`src/rtl/pwm_decode_multi.sv`:
```
// Multi-lane PDM/PWM density decoder: counts ones per lrclk half-frame per lane,
// saturates, and presents left/right samples with valid strobes and overflow flags.
module pwm_decode_multi #(
    parameter int LANES       = 1,
    parameter int CNT_W       = 8,
    parameter int INT_FRAME   = 0,
    parameter int HALF_PERIOD = 256
) (
    input  logic                   mclk,
    input  logic                   reset_n,
    input  logic [LANES-1:0]       data,
    input  logic                   lrclk,
    output logic                   lrclk_out,
    output logic [LANES*CNT_W-1:0] l,
    output logic [LANES*CNT_W-1:0] r,
    output logic                   l_valid,
    output logic                   r_valid,
    output logic [LANES-1:0]       l_ovf,
    output logic [LANES-1:0]       r_ovf,
    output logic                   lrsel
);

    localparam logic [CNT_W-1:0] CNT_MAX = '1;

    logic ph;
    logic ph_d;
    logic rise;
    logic fall;
    logic primed_l;
    logic primed_r;

    logic [CNT_W-1:0] lcnt [LANES];
    logic [CNT_W-1:0] rcnt [LANES];
    logic [LANES-1:0] lovf;
    logic [LANES-1:0] rovf;

    generate
        if (INT_FRAME == 0) begin : g_ext
            logic sync1;

            always_ff @(posedge mclk or negedge reset_n) begin
                if (!reset_n) begin
                    sync1 <= 1'b0;
                    ph    <= 1'b0;
                end else begin
                    sync1 <= lrclk;
                    ph    <= sync1;
                end
            end
        end else begin : g_int
            localparam int DIV_W = $clog2(HALF_PERIOD);
            localparam logic [DIV_W-1:0] RELOAD = DIV_W'(HALF_PERIOD - 1);

            logic [DIV_W-1:0] div;
            logic             unused_lrclk;

            assign unused_lrclk = lrclk;

            // Reload on zero makes every half-frame exactly HALF_PERIOD cycles long.
            always_ff @(posedge mclk or negedge reset_n) begin
                if (!reset_n) begin
                    div <= '0;
                    ph  <= 1'b0;
                end else if (div == '0) begin
                    div <= RELOAD;
                    ph  <= ~ph;
                end else begin
                    div <= div - 1'b1;
                end
            end
        end
    endgenerate

    always_ff @(posedge mclk or negedge reset_n) begin
        if (!reset_n) begin
            ph_d <= 1'b0;
        end else begin
            ph_d <= ph;
        end
    end

    assign rise      = ph & ~ph_d;
    assign fall      = ~ph & ph_d;
    assign lrclk_out = ph;
    assign lrsel     = 1'b0;

    // The edge-cycle bit seeds the opposite counter, so it lands in the new window.
    always_ff @(posedge mclk or negedge reset_n) begin
        if (!reset_n) begin
            l     <= '0;
            r     <= '0;
            l_ovf <= '0;
            r_ovf <= '0;
            lovf  <= '0;
            rovf  <= '0;
            for (int i = 0; i < LANES; i++) begin
                lcnt[i] <= '0;
                rcnt[i] <= '0;
            end
        end else begin
            for (int i = 0; i < LANES; i++) begin
                if (rise) begin
                    l[i*CNT_W +: CNT_W] <= lcnt[i];
                    l_ovf[i]            <= lovf[i];
                    lcnt[i]             <= '0;
                    lovf[i]             <= 1'b0;
                    rcnt[i]             <= {{(CNT_W-1){1'b0}}, data[i]};
                end else if (fall) begin
                    r[i*CNT_W +: CNT_W] <= rcnt[i];
                    r_ovf[i]            <= rovf[i];
                    rcnt[i]             <= '0;
                    rovf[i]             <= 1'b0;
                    lcnt[i]             <= {{(CNT_W-1){1'b0}}, data[i]};
                end else if (!ph) begin
                    if (data[i]) begin
                        if (lcnt[i] == CNT_MAX) lovf[i] <= 1'b1;
                        else                    lcnt[i] <= lcnt[i] + 1'b1;
                    end
                end else begin
                    if (data[i]) begin
                        if (rcnt[i] == CNT_MAX) rovf[i] <= 1'b1;
                        else                    rcnt[i] <= rcnt[i] + 1'b1;
                    end
                end
            end
        end
    end

    // The first window after reset is partial, so its capture is not announced.
    always_ff @(posedge mclk or negedge reset_n) begin
        if (!reset_n) begin
            l_valid  <= 1'b0;
            r_valid  <= 1'b0;
            primed_l <= 1'b0;
            primed_r <= 1'b0;
        end else begin
            l_valid <= rise & primed_l;
            r_valid <= fall & primed_r;
            if (rise) primed_l <= 1'b1;
            if (fall) primed_r <= 1'b1;
        end
    end

endmodule

```
`config.mk`:
```
export PLATFORM = sky130hd
export DESIGN_NAME = pwm_decode_multi
export DESIGN_NICKNAME = d
export VERILOG_FILES = /design/src/rtl/pwm_decode_multi.sv
export SDC_FILE = /design/constraint.sdc
export NUM_CORES = 1
export LEC_CHECK = 0
export BUFFER_PORTS_ARGS = -buffer_cell sky130_fd_sc_hd__buf_2
export CAP_MARGIN = 20
export CORE_AREA = 4 4 63 65
export CTS_CLUSTER_DIAMETER = 200
export CTS_CLUSTER_SIZE = 14
export DETAILED_ROUTE_END_ITERATION = 16
export DIE_AREA = 0 0 67 69
export GPL_ROUTABILITY_DRIVEN = 1
export GPL_TIMING_DRIVEN = 0
export PLACE_DENSITY_LB_ADDON = 0.15
export SETUP_SLACK_MARGIN = 0.02
export SLEW_MARGIN = 20
export SYNTH_ARGS = -nofsm -noshare
export SYNTH_HDL_FRONTEND = slang
export SYNTH_SLANG_ARGS = --single-unit
```
`constraint.sdc`:
```
create_clock -name mclk -period 4.3 [get_ports mclk]
set_input_delay 0.43 -clock mclk [delete_from_list [all_inputs] [get_ports mclk]]
set_output_delay 0.43 -clock mclk [all_outputs]
set_load 0.005 [all_outputs]
```
* Yosys cells after proc, flatten, opt, wreduce, memory -nomap -nowiden
Cells that the tools add are included.
** Storage, ports and cells
- Flip-flop bits (word level) :: 43
- Bits of input ports :: 4
- Output and inout port bits :: 22
** Operators by class
- $add $sub $neg :: 2
- Equal/unequal tests :: 7
- Mux-type cells :: 19
- Bitwise logic cells :: 7
- Reductions and logical operators :: 12
** Operator list (count)
- two-way mux 8 bit :: 10
- adder 8 x 1 -> 8 bit (second input constant) :: 2
- equality test 8 bit (second input constant) :: 2
- nonzero test 2 bit :: 5
- two-way mux 1 bit :: 9
- AND reduction 4 bit :: 2
- != test 3 bit (second input constant) :: 2
- AND reduction 3 bit :: 2
- nonzero test 3 bit :: 2
- AND 1 bit :: 4
- != test 3 x 1 -> 1 bit (second input constant) :: 1
- inverter 1 bit :: 3
- != test 2 x 1 -> 1 bit (second input constant) :: 1
- != test 2 bit (second input constant) :: 1
- AND reduction 2 bit :: 1

* Logic depth before layout (Yosys ltp)
- Depth after elaboration :: 6
- Depth in mapped cells :: 8

* Least setup slack after synthesis
Ideal clock, no wire load.
- Kind :: flip-flop to flip-flop
- From :: register ph, in the netlist lrclk_out
- To :: register lcnt[7] (netlist bit)
- Setup time :: 92 ps
- Arrival :: 1982 ps
- Data required time :: 4208 ps
- Setup slack :: 2226 ps
- Stages on the path, launching flop included :: 8
- Buffers on the path :: 1
- Clock period less this slack :: 2074 ps
- Cell sequence :: dfrtp_1 > inv_1 > ha_1 > buf_6 > or4b_1 > a21o_1 > or2_1 > o31ai_2
** On the way
- Cells in the longest elaborated chain, start to end :: 4
- Elaborated cells between the ends (all ways) :: 9
- Classes of those cells :: eq/ne: 2; mux: 2; bitwise: 3; reduce/logical: 2
** RTL lines
- start, declared :: RTL line 25 : logic ph;
- start signal, assigned :: RTL line 47 : ph <= sync1;
- inverter 1 bit (*) :: RTL line 83 : assign fall = ~ph & ph_d;
- AND 1 bit (*) :: RTL line 83
- via fall :: RTL line 28 : logic fall;
- != test 3 bit (no line) (tied with other cells)
- AND reduction 3 bit (no line) / two-way mux 8 bit (equally long branches)
- end signal, assigned by index :: RTL line 113 : lcnt[i] <= {{(CNT_W-1){1'b0}}, data[i]};
- end signal, assigned by index :: RTL line 117 : else lcnt[i] <= lcnt[i] + 1'b1;
- end, declared :: RTL line 32 : logic [CNT_W-1:0] lcnt [LANES];
Mark *: on every way through the listed nets, which the timed path passes. The rest lies on a longest branch.
A chain may end at the register's enable or synchronous reset.

* Final worst setup path
Ends and elaborated chain as after synthesis.

==> metrics.txt <==
status=finished, final reports clean; Final #Nets=about 210; CTS tree=built; Mapped Cells=approximately 170; R2R cell count=7; Initial Util=0.592; Tot Pwr=about 840 µW; drt pass-1 iters=4; top layer in use=met4; GPL Wtd Cong=0.768; clock share of power=0.235; CTS H-tree lvls=2; crit start category=flop; CP endpoint kind=flop; Non-Filler Instances=250; commonest non-fill, non-tap cell in the layout=dfrtp_1; Static Leakage=around 0.0011 µW; power share of the sequential group=0.591; Synth area leaders=dfrtp_1, mux2_2, ha_1; CP Class=flop to flop; CTS Buffer Depth=2; reg2reg end=lcnt[7]; syn nets=around 180; sequential area share after synthesis=0.544; die span in x=~67 µm; die height=between 60 and 70 µm; Psw=approximately 250 µW; Yosys top cell by area=dfrtp_1; commonest cells after routing, fill and taps aside=dfrtp_1, buf_2, mux2_2; crit-path max FO=9; root buffer cell=clkbuf_4; PwrDens=~380 mW/mm²; hold depth=1; port bufs=24; ratio of cells with drive above 1 in the final layout=0.279; GR Overflow Total=0; Setup Skew=around 10 ps; WL met3=roughly 180 µm; Final Hold Fails=0; first-pass GRT wire length=6640 µm; Worst-Margin Slew=922 ps; Synth Cell Area=0.00198 mm²; origin of the worst min-delay path=lrclk; final setup vio count=0; n_diodes=0; Final Core Density=0.663; Critical Path AT=2510 ps; initial antenna violation count=0; Sw Share=0.300; routed vias=1455; Hold Path Sink=g_ext.sync1; GRT Resource Usage Total=0.189; Data required, critical path=4590 ps; Slew HR=0.385; synth warn=0; synthesis-stage register bit count=between 40 and 50; power share of the combinational group=0.174; Filler cells=approximately 280; HP Class=input port to flop; VDD IR max=approximately 0.26 mV; DR vias/cell=between 5 and 6; total routed wirelength=3830 µm; postcts setup bufs=0; Resize count post-CTS=0; R2R Setup Slk=2080 ps; RSZ-0062 raised after global routing=false; wire per inst=approximately 15 µm; Met2 Wirelength=~2000 µm; reg-to-reg critical path startpoint=lrclk_out; Skew-Pair Late Insertion Delay=about 360 ps; core footprint=0.00334 mm²; fin crit share=0.516; DP HPWL=approximately 2700 µm; FP Rows=21; placed cell area=~0.0022 mm²; design area=about 0.0022 mm²; vias in the first global route=around 1400; P_int=around 600 µW; Inst Count DP=between 200 and 250; DR DRC count=0; Max Clk Rate=between 400 and 500 MHz; fin. max-slew vios=0; Synth cell types=35; largest net degree at the start of global routing=44; Die Footprint=~0.0046 mm²; total CTS buffers=5; clk slew on worst S/H paths=around 130 ps; crit path time final=2220 ps; drt initial violations=75; M1 WL=around 1500 µm; Area growth syn-to-layout=11.9%; top cell type's share of synthesized area=0.544; io pins=26; Clock Sinks=43; Synth Area per Inst=approximately 11 µm²; post-route ant nets=0; hold_buf cts=0; setup TNS=0 ps; max-cap viol count=0
[synthesized netlist by cell type]
master	number
buf_6	2
or4_1	1
a21oi_1	5
inv_1	3
nand2b_1	2
o31ai_1	7
clkbuf_1	5
nand3_1	8
or4b_1	1
o211ai_1	2
a22o_1	1
nor2_1	6
ha_1	7
mux2_2	18
and4_1	3
nand2_1	12
a211oi_1	1
o21ai_0	2
or2_1	3
a21o_1	1
and2_2	1
a31oi_1	4
conb_1	1
o21ai_1	14
a211o_1	2
and4b_1	2
o31ai_2	1
buf_4	1
a41oi_1	2
dfrtp_1	43
nor3_1	1
and3_1	2
and2_1	5
or2_2	2
or3_1	1
[stage by stage]
stage / worst slack, ps / hold WS, ps
3_5_place_dp: 2090 / 345
2_1_floorplan: 2230 / 134
5_1_grt: 1950 / 143
3_3_place_gp: 2130 / 332
4_1_cts: 2080 / 152
6_report: 2080 / 172
[worst max-delay path: stages, from the launching register on]
cell and delay, ps:
dfrtp_1 490, inv_1 140, ha_1 230, buf_6 130
or4b_1 500, a21o_1 220, or2_1 270, o31ai_2 170
[state kept, by name (all words and copies together) (netlist names), 8 cells and up]
name	cells
r	8
l	8
lcnt	8
rcnt	8
[final cells by class]
class                           count  area (µm²)  area share
Buffer                              8        48.8      0.0221
Sequential cell                    43        1080       0.486
Clock inverter                      3        20.0     0.00905
Timing Repair Buffer               24         120      0.0543
Tap cell                           46        57.6      0.0260
Multi-Input combinational cell    118         841       0.380
Inverter                            3        11.3     0.00509
Clock buffer                        5        37.5      0.0170
[power by group through the flow]
stage	clock, µW	sequential [µW]	combinational [µW]
global route	225	506	168
CTS	205	497	150
detailed placement	0	505	150
floorplan	0	499	87.9
global placement	0	501	142
finish	198	497	147
[per-layer routing]
metal  track usage  up-vias
li1              -      687
met1         0.218      715
met2         0.310       39
met3        0.0552       14
met4        0.0968        0
met5             0        -
[worst max-delay path by stage]
stage | startpoint | endpoint | slack [ps]
finish | lrclk_out | lcnt[7] | 2080
global route | lrclk_out | lcnt[7] | 1950
CTS | lrclk_out | lcnt[7] | 2080
detailed placement | lrclk_out | lcnt[7] | 2090
global placement | lrclk_out | lcnt[7] | 2130
floorplan | lrclk_out | lcnt[7] | 2230
[cell families after synthesis]
kind of cell               synth area share
adders and majority gates            0.0443
DFF                                   0.544
muxes                                 0.103
AOI/OAI and AO/OA                     0.136
and+or+nand+nor                       0.141
other                               0.00190
buffers and inverters                0.0304
(Power assumes the default switching activity.)
